File: config.mk
export PLATFORM = sky130hd
export DESIGN_NAME = wb_apb_bridge
export DESIGN_NICKNAME = d
export VERILOG_FILES = /design/src/rtl/wb_apb_bridge.sv
export SDC_FILE = /design/constraint.sdc
export NUM_CORES = 1
export LEC_CHECK = 0
export BUFFER_PORTS_ARGS = -buffer_cell sky130_fd_sc_hd__buf_2
export CORE_MARGIN = 8
export CORE_UTILIZATION = 51
export DETAILED_ROUTE_END_ITERATION = 12
export GPL_TIMING_DRIVEN = 1
export PLACE_DENSITY = 0.85
export REMOVE_ABC_BUFFERS = 1
export SYNTH_ARGS = -nofsm -noshare
export SYNTH_HDL_FRONTEND = slang
export SYNTH_SLANG_ARGS = --single-unit
File: constraint.sdc
create_clock -name wb_clk_i -period 8.7 [get_ports wb_clk_i]
set_clock_uncertainty 0.15 [all_clocks]
set_input_delay 0.87 -clock wb_clk_i [delete_from_list [all_inputs] [get_ports wb_clk_i]]
set_output_delay 0.87 -clock wb_clk_i [all_outputs]
set_load 0.01 [all_outputs]
File: src/rtl/wb_apb_bridge.sv
// Wishbone-slave to APB-master bridge: one registered SETUP/ACCESS transfer at a time,
// with slave wait states and a bounded timeout that forces completion.
module wb_apb_bridge #(
  parameter logic [31:0] ADDR_BASE      = 32'h3000_0000,
  parameter logic [31:0] ADDR_MASK      = 32'hFFF0_0000,
  parameter int unsigned TIMEOUT_CYCLES = 255
) (
  input  logic        wb_clk_i,
  input  logic        wb_rst_i,
  input  logic        wbs_cyc_i,
  input  logic        wbs_stb_i,
  input  logic        wbs_we_i,
  input  logic [3:0]  wbs_sel_i,
  input  logic [31:0] wbs_adr_i,
  input  logic [31:0] wbs_dat_i,
  output logic        wbs_ack_o,
  output logic [31:0] wbs_dat_o,
  output logic [31:0] m_apb_addr,
  output logic        m_apb_sel,
  output logic        m_apb_write,
  output logic        m_apb_ena,
  output logic [31:0] m_apb_wdata,
  input  logic [31:0] m_apb_rdata,
  output logic [3:0]  m_apb_pstb,
  input  logic        m_apb_rready,
  output logic        timeout_o
);

  localparam int unsigned DW = 32;
  localparam int unsigned SW = 4;
  localparam int unsigned CW = 8;
  localparam logic [CW-1:0] TIMEOUT_LIMIT = CW'(TIMEOUT_CYCLES);

  typedef enum logic [1:0] {IDLE, SETUP, ACCESS, DONE} state_e;

  state_e        state_q, state_d;
  logic [CW-1:0] wait_cnt_q, wait_cnt_d;
  logic          abort_q, abort_d;
  logic          ack_q, ack_d;
  logic [DW-1:0] rdat_q, rdat_d;
  logic [DW-1:0] addr_q, addr_d;
  logic [DW-1:0] wdata_q, wdata_d;
  logic          write_q, write_d;
  logic [SW-1:0] pstb_q, pstb_d;
  logic          psel_q, psel_d;
  logic          pena_q, pena_d;
  logic          timeout_q, timeout_d;
  logic          in_window;

  assign in_window = (wbs_adr_i & ADDR_MASK) == ADDR_BASE;

  // Next-state and registered-output logic
  always_comb begin
    state_d    = state_q;
    wait_cnt_d = wait_cnt_q;
    abort_d    = abort_q;
    ack_d      = 1'b0;
    rdat_d     = rdat_q;
    addr_d     = addr_q;
    wdata_d    = wdata_q;
    write_d    = write_q;
    pstb_d     = pstb_q;
    psel_d     = psel_q;
    pena_d     = pena_q;
    timeout_d  = timeout_q;

    unique case (state_q)
      IDLE: begin
        if (wbs_cyc_i && wbs_stb_i) begin
          if (in_window) begin
            addr_d     = wbs_adr_i;
            wdata_d    = wbs_dat_i;
            write_d    = wbs_we_i;
            pstb_d     = wbs_we_i ? wbs_sel_i : SW'(0);
            psel_d     = 1'b1;
            pena_d     = 1'b0;
            abort_d    = 1'b0;
            wait_cnt_d = CW'(0);
            state_d    = SETUP;
          end else begin
            // Unmapped address: answer immediately, reads return zero
            if (!wbs_we_i) begin
              rdat_d = DW'(0);
            end
            ack_d   = 1'b1;
            state_d = DONE;
          end
        end
      end
      SETUP: begin
        abort_d = abort_q | ~wbs_cyc_i;
        pena_d  = 1'b1;
        state_d = ACCESS;
      end
      ACCESS: begin
        abort_d = abort_q | ~wbs_cyc_i;
        if (m_apb_rready) begin
          if (!write_q) begin
            rdat_d = m_apb_rdata;
          end
          psel_d  = 1'b0;
          pena_d  = 1'b0;
          ack_d   = ~abort_q & wbs_cyc_i;
          state_d = DONE;
        end else if (wait_cnt_q == TIMEOUT_LIMIT) begin
          if (!write_q) begin
            rdat_d = {DW{1'b1}};
          end
          timeout_d = 1'b1;
          psel_d    = 1'b0;
          pena_d    = 1'b0;
          ack_d     = ~abort_q & wbs_cyc_i;
          state_d   = DONE;
        end else begin
          wait_cnt_d = wait_cnt_q + CW'(1);
        end
      end
      DONE: begin
        state_d = IDLE;
      end
      default: begin
        state_d = IDLE;
      end
    endcase
  end

  always_ff @(posedge wb_clk_i or posedge wb_rst_i) begin
    if (wb_rst_i) begin
      state_q    <= IDLE;
      wait_cnt_q <= CW'(0);
      abort_q    <= 1'b0;
      ack_q      <= 1'b0;
      rdat_q     <= DW'(0);
      addr_q     <= DW'(0);
      wdata_q    <= DW'(0);
      write_q    <= 1'b0;
      pstb_q     <= SW'(0);
      psel_q     <= 1'b0;
      pena_q     <= 1'b0;
      timeout_q  <= 1'b0;
    end else begin
      state_q    <= state_d;
      wait_cnt_q <= wait_cnt_d;
      abort_q    <= abort_d;
      ack_q      <= ack_d;
      rdat_q     <= rdat_d;
      addr_q     <= addr_d;
      wdata_q    <= wdata_d;
      write_q    <= write_d;
      pstb_q     <= pstb_d;
      psel_q     <= psel_d;
      pena_q     <= pena_d;
      timeout_q  <= timeout_d;
    end
  end

  assign wbs_ack_o   = ack_q;
  assign wbs_dat_o   = rdat_q;
  assign m_apb_addr  = addr_q;
  assign m_apb_wdata = wdata_q;
  assign m_apb_write = write_q;
  assign m_apb_pstb  = pstb_q;
  assign m_apb_sel   = psel_q;
  assign m_apb_ena   = pena_q;
  assign timeout_o   = timeout_q;

endmodule
==> results of run 1 <==
-- state kept, by name, indices dropped and copies added (netlist names) --
name	cells
m_apb_addr	32
m_apb_wdata	32
wbs_dat_o	32
wait_cnt_q	8
m_apb_pstb	4
state_q	2
abort_q	1
m_apb_ena	1
m_apb_sel	1
m_apb_write	1
timeout_o	1
wbs_ack_o	1
-- metrics by stage --
stage                     total power [mW]  instances
final                                 1.83        750
after floorplan                      0.991        372
after detailed placement              1.17        718
after global routing                  1.92        750
after CTS                             1.85        750
after global placement                1.14        718
-- area by class of cell --
class                           instances  area (µm²)  area share
Tap cell                              133         166      0.0252
Clock inverter                          9         103      0.0155
Multi-Input combinational cell        219        1750       0.265
Timing Repair Buffer                  213        1070       0.162
Sequential cell                       116        2900       0.439
Inverter                               37         141      0.0214
Clock buffer                           23         467      0.0706
-- worst max path at each step --
| stage | depth (start not counted) | slack, ns | end | start |
|---|---|---|---|---|
| 3_3_place_gp | 5 | 5.31 | m_apb_wdata[18]$_DFFE_PP0P_ | wbs_adr_i[21] |
| 6_report | 7 | 5.38 | wbs_dat_o[16]$_DFFE_PP0P_ | state_q[0]$_DFFE_PP0P_ |
| 5_1_grt | 6 | 5.18 | m_apb_wdata[7]$_DFFE_PP0P_ | state_q[0]$_DFFE_PP0P_ |
| 3_5_place_dp | 5 | 5.20 | m_apb_wdata[9]$_DFFE_PP0P_ | wbs_adr_i[21] |
| 4_1_cts | 7 | 5.36 | wbs_dat_o[16]$_DFFE_PP0P_ | state_q[0]$_DFFE_PP0P_ |
| 2_1_floorplan | 5 | 4.18 | wait_cnt_q[3]$_DFFE_PP0P_ | wbs_adr_i[21] |
-- Yosys cell counts, types with 4 or more instances --
master | instances | share of area
sky130_fd_sc_hd__ha_1 | 5 | 0.013
sky130_fd_sc_hd__and2_1 | 11 | 0.014
sky130_fd_sc_hd__inv_1 | 37 | 0.028
sky130_fd_sc_hd__dfrtp_1 | 116 | 0.59
sky130_fd_sc_hd__mux2_1 | 19 | 0.043
sky130_fd_sc_hd__a221o_1 | 6 | 0.012
sky130_fd_sc_hd__a21oi_1 | 4 | 0.0041
sky130_fd_sc_hd__nand2b_1 | 5 | 0.0063
sky130_fd_sc_hd__o21ai_0 | 41 | 0.042
sky130_fd_sc_hd__mux2i_1 | 32 | 0.065
sky130_fd_sc_hd__clkbuf_1 | 9 | 0.0068
sky130_fd_sc_hd__nand3_1 | 4 | 0.0041
sky130_fd_sc_hd__and3_1 | 7 | 0.0089
sky130_fd_sc_hd__nand2_1 | 20 | 0.015
sky130_fd_sc_hd__buf_2 | 5 | 0.0051
sky130_fd_sc_hd__mux2_2 | 37 | 0.084
-- cell usage in the layout (no fill, tap or decap), types with 11 or more instances in the layout --
master,instances
sky130_fd_sc_hd__clkbuf_16,16
sky130_fd_sc_hd__dfrtp_1,116
sky130_fd_sc_hd__inv_1,36
sky130_fd_sc_hd__mux2_1,19
sky130_fd_sc_hd__mux2_2,37
sky130_fd_sc_hd__mux2i_1,32
sky130_fd_sc_hd__nand2_1,20
sky130_fd_sc_hd__o21ai_0,41
sky130_fd_sc_hd__buf_2,210
sky130_fd_sc_hd__and2_1,11
-- cells by family (layout without fill, tap and decap cells) --
group	Yosys count	count (layout)	share of synthesized area
buffers and inverters	57	282	0.0560
adder cells (fa/ha/maj)	5	5	0.0127
AO/OA/AOI/OAI	61	61	0.0753
flip-flops	116	116	0.588
AND/OR/NAND/NOR	65	65	0.0748
multiplexers	88	88	0.193
-- metal layers --
metal,part of all wire,global-route usage
met3,0.084,0.0844
met1,0.39,0.218
met2,0.52,0.358
met4,0.0092,0.0648
met5,0,0
-- worst reg2reg max path, delay by kind of cell (launching register included) --
family,cells,cell delay [ns]
compound gates,2,1.18
buf+inv,2,0.51
fa+ha+maj,1,0.51
flops,1,0.38
mux,1,0.34
simple gates,1,0.14
-- power breakdown --
group | total [mW] | switching, mW | internal, mW
combinational | 0.494 | 0.286 | 0.207
clock | 0.662 | 0.234 | 0.428
sequential | 0.674 | 0.0516 | 0.622
total | 1.83 | 0.572 | 1.26
==> out/metrics.cfg, run 1 <==
[run_status]
run_status = complete, no violations

[sta]
slew_viol_final = 0
unrepaired_setup_endpoints_after_global_routing = no
relSlewSlack = 0.201
setup_total_negative_slack_ns = 0
setup_viol_count_final = 0
max_clock_freq_mhz = 301
finalWorstPathRequiredPeriod_ns = 3.32
hold-worst-slack_ns = 0.283
hold_viol_final = 0
minimum_setup_slack_in_the_final_design_ns = 5.38
max_slew.worst_pin.slew_ns = 1.20
timing.final.crit_share = 0.382

[route]
vias_per_cell = 5.01
detail_route.wl_per_cell_um = 17.2
initialDrtViolationCount = 147
drt-pass1-iter-count = 4
final_antenna_net_count = 0
drt_drc_violations_left = 0
wire_length_after_detailed_routing_um = 12900
vias = 3757

[power_and_ir_drop]
power.density_nw_per_um2 = 277
p_leak_nw = 3.71
maximum_ir_drop_on_the_vdd_rail_mv = 0.143

[cts]
postcts_resize_cnt = 0
cts_setup_buffers = 0
holdBufCountCts = 0
clockBufferDepth = 2
clk_latency_ns = 0.49
tritoncts = done
ctsRootBufferMaster = sky130_fd_sc_hd__clkbuf_8
clock-sinks = 116
clk_pin_slew_ns = 0.06
htree_num_levels = 4
numCtsBuffers = 17

[final_layout]
area_growth_pct = 33.9
drive_above_1_share = 0.472
utilization_after_layout = 0.689
n_fill_cell = 727
final_design_area_no_fill_um2 = 6610
design.final.nets = 715
diodes = 0

[hold_path]
worst_hold_path_type = in2async

[setup_path]
worst-path-buf-inv = 2
crit_path_top_delay_cell = sky130_fd_sc_hd__o211a_2
timing.reg2reg.setup_slack_ns = 5.38
worst_path_dominant_cell_family = compound AO/OA/AOI/OAI gates
crit_required_ns = 8.95
critPathMaxStageDelay_ns = 0.99
path_cells = inv_1 > ha_1 > buf_4 > nand2b_1 > a21oi_2 > o211a_2 > mux2i_1
rr_worst_depth = 7
cp-end-kind = flip-flop
critical_path.startpoint_type = flip-flop
worstPathArrival_ns = 3.57
worstReg2RegStart = state_q[0]$_DFFE_PP0P_
timing.rr.end = wbs_dat_o[16]$_DFFE_PP0P_
crit_path_max_fanout = 32
critPathKind = reg2reg

[placed_design]
dpl-instance-area_um2 = 6040
weighted_congestion_reported_at_the_end_of_routability_driven_placement = 0.775
detailed_place_hpwl_um = 9280
buffer_ports.inserted = 210
placement_setup_slack_ns = 5.20

[synthesis]
synth-warning-count = 0
count_of_flip_flops_with_a_built_in_enable_after_synthesis = 0
ys_types = 39
synthFlopType = sky130_fd_sc_hd__dfrtp_1
netlist_instances = 392
number_of_synthesized_register_bits = 116
synth-seq-area-share = 0.588
async_flop_share = 1.00
post_synth.cell_area_avg_um2 = 12.6
mappedNetlistArea_um2 = 4930

[global_route]
grt_pass1_wl_um = 20900
antenna_found_initial = 0
globalRoute.totalOverflow = 0
grt_pass1_vias = 4236
maximum_number_of_pins_on_one_net_before_global_route_repair = 73
grt_util_all_layers = 0.204

[flow_run]
maxCapViolCount = 0

[floorplanning]
floorplan.die.width_um = 114
standard_cell_core_area_um2 = 9590
io_pins = 211
design.die.area_um2 = 13100
floorplan.initialDensity = 0.514
rows = 36
floorplan.die.height_um = 114

No activity file was read; power rests on OpenSTA's default activity.
==> run 2, diff against run 1 <==
- CORE_UTILIZATION: 51 -> 43
- PLACE_DENSITY: 0.85 -> 0.76
- clock period: 8.7 -> 2.7 ns (I/O delays scaled with it)
==> out/metrics.cfg, run 2 (synthesis gave the netlist of run 1 again) <==
[setup_path]
worstPathArrival_ns = 2.36
worst_path_dominant_cell_family = compound AO/OA/AOI/OAI gates
crit_path_top_delay_cell = sky130_fd_sc_hd__dfrtp_1
critPathMaxStageDelay_ns = 0.35
crit_path_max_fanout = 32
crit_required_ns = 2.87
worst-path-buf-inv = 2
path_cells = inv_1 > ha_1 > and2b_1 > a21boi_2 > a21oi_2 > o211a_2 > buf_12 > mux2i_1
critical_path.startpoint_type = flip-flop
critPathKind = reg2reg
cp-end-kind = flip-flop

[power_and_ir_drop]
maximum_ir_drop_on_the_vdd_rail_mv = 0.514
power.density_nw_per_um2 = 836
p_leak_nw = 4.00

[global_route]
globalRoute.totalOverflow = 0
antenna_found_initial = 0
grt_pass1_vias = 4567
grt_pass1_wl_um = 23700
grt_util_all_layers = 0.203
maximum_number_of_pins_on_one_net_before_global_route_repair = 74

[floorplanning]
standard_cell_core_area_um2 = 11300
floorplan.die.height_um = 123
io_pins = 211
rows = 39
floorplan.die.width_um = 123
design.die.area_um2 = 15200
floorplan.initialDensity = 0.436

[hold_path]
worst_hold_path_type = in2reg

[final_layout]
commonest_cells_after_routing_fill_and_taps_aside = sky130_fd_sc_hd__buf_2, sky130_fd_sc_hd__dfrtp_1, sky130_fd_sc_hd__dlygate4sd3_1
area_growth_pct = 48.6
drive_above_1_share = 0.435
layout_commonest_cell = sky130_fd_sc_hd__buf_2
diodes = 0
final-instance-count-excl-fill = 824
n_fill_cell = 805
design.final.nets = 779
final_design_area_no_fill_um2 = 7330

[route]
vias_per_cell = 4.95
drt_drc_violations_left = 0
initialDrtViolationCount = 178
detail_route.wl_per_cell_um = 18.3
final_antenna_net_count = 0
vias = 4079
wire_length_after_detailed_routing_um = 15100
drt-pass1-iter-count = 4

[sta]
relSlewSlack = 0.463
timing.final.crit_share = 0.810
hold-worst-slack_ns = 0.0186
slew_viol_final = 0
setup_viol_count_final = 0
finalWorstPathRequiredPeriod_ns = 2.19
hold_viol_final = 0
max_clock_freq_mhz = 457
max_slew.worst_pin.slew_ns = 0.804
unrepaired_setup_endpoints_after_global_routing = no

[cts]
clk_pin_slew_ns = 0.05
tritoncts = done
ctsRootBufferMaster = sky130_fd_sc_hd__clkbuf_16
holdBufCountCts = 61
clk_latency_ns = 0.41
cts_setup_buffers = 0
clockBufferDepth = 2
clock-sinks = 116
numCtsBuffers = 17
postcts_resize_cnt = 0
htree_num_levels = 4

[run_status]
run_status = complete, no violations

[placed_design]
detailed_place_hpwl_um = 9580
dpl-instance-area_um2 = 6110
weighted_congestion_reported_at_the_end_of_routability_driven_placement = 0.786
placedCellCount = 731
buffer_ports.inserted = 210

[flow_run]
maxCapViolCount = 0

==> run 2: path summary, 6_finish.rpt <==
kind	from	cells after the start	slack, ns	to
max reg2reg	state_q[0]$_DFFE_PP0P_	8	0.51	wbs_dat_o[3]$_DFFE_PP0P_
min in group asynchronous	wb_rst_i	3	0.37	m_apb_wdata[0]$_DFFE_PP0P_
min	m_apb_rdata[0]	3	0.02	wbs_dat_o[0]$_DFFE_PP0P_
min reg2reg	m_apb_addr[29]$_DFFE_PP0P_	1	0.31	m_apb_addr[29]$_DFFE_PP0P_
max	state_q[0]$_DFFE_PP0P_	8	0.51	wbs_dat_o[3]$_DFFE_PP0P_
max in group asynchronous	wb_rst_i	4	1.31	timeout_o$_DFFE_PP0P_
==> run 2: per-stage QoR <==
step	total power, mW	TNS (ns)	setup WS [ns]	util
6_report	6.13	0	0.513	0.648
5_1_grt	6.45	0	0.381	0.648
4_1_cts	6.17	0	0.506	0.648
3_5_place_dp	3.79	0	0.503	0.540
3_3_place_gp	3.71	0	0.643	0.540
2_1_floorplan	3.19	-204.97	-1.59	-
==> run 2: where the power goes <==
group	internal, mW	leakage, nW	total (mW)	switching [mW]
sequential	2.00	1.57	2.17	0.166
clock	1.50	0.289	2.31	0.809
combinational	0.752	2.15	1.65	0.899
total	4.25	4.00	6.13	1.87
==> run 2: routing by layer <==
layer | vias to the layer above | part of all wire | global-route usage
li1 | 1896 | - | -
met1 | 1975 | 0.38 | 0.220
met2 | 188 | 0.48 | 0.334
met3 | 20 | 0.12 | 0.101
met4 | 0 | 0.015 | 0.0767
met5 | - | 0 | 0
==> run 2: area by class of cell <==
type                       count  area [µm²]  share of cell area
tap                          143         179              0.0244
clock buffer                  20         457              0.0623
sequential                   116        2900               0.396
clock inverter                12         153              0.0208
inverter                      37         141              0.0193
multi-input combinational    219        1750               0.239
timing repair buffer         277        1740               0.238
==> run 2: worst register-to-register path: cells and delay by family, from the launching register on <==
kind | cells | cell delay [ns]
AO/OA/AOI/OAI | 3 | 0.52
adder cells (fa/ha/maj) | 1 | 0.27
buffers and inverters | 2 | 0.32
flip-flops | 1 | 0.35
multiplexers | 1 | 0.27
AND/OR/NAND/NOR | 1 | 0.21
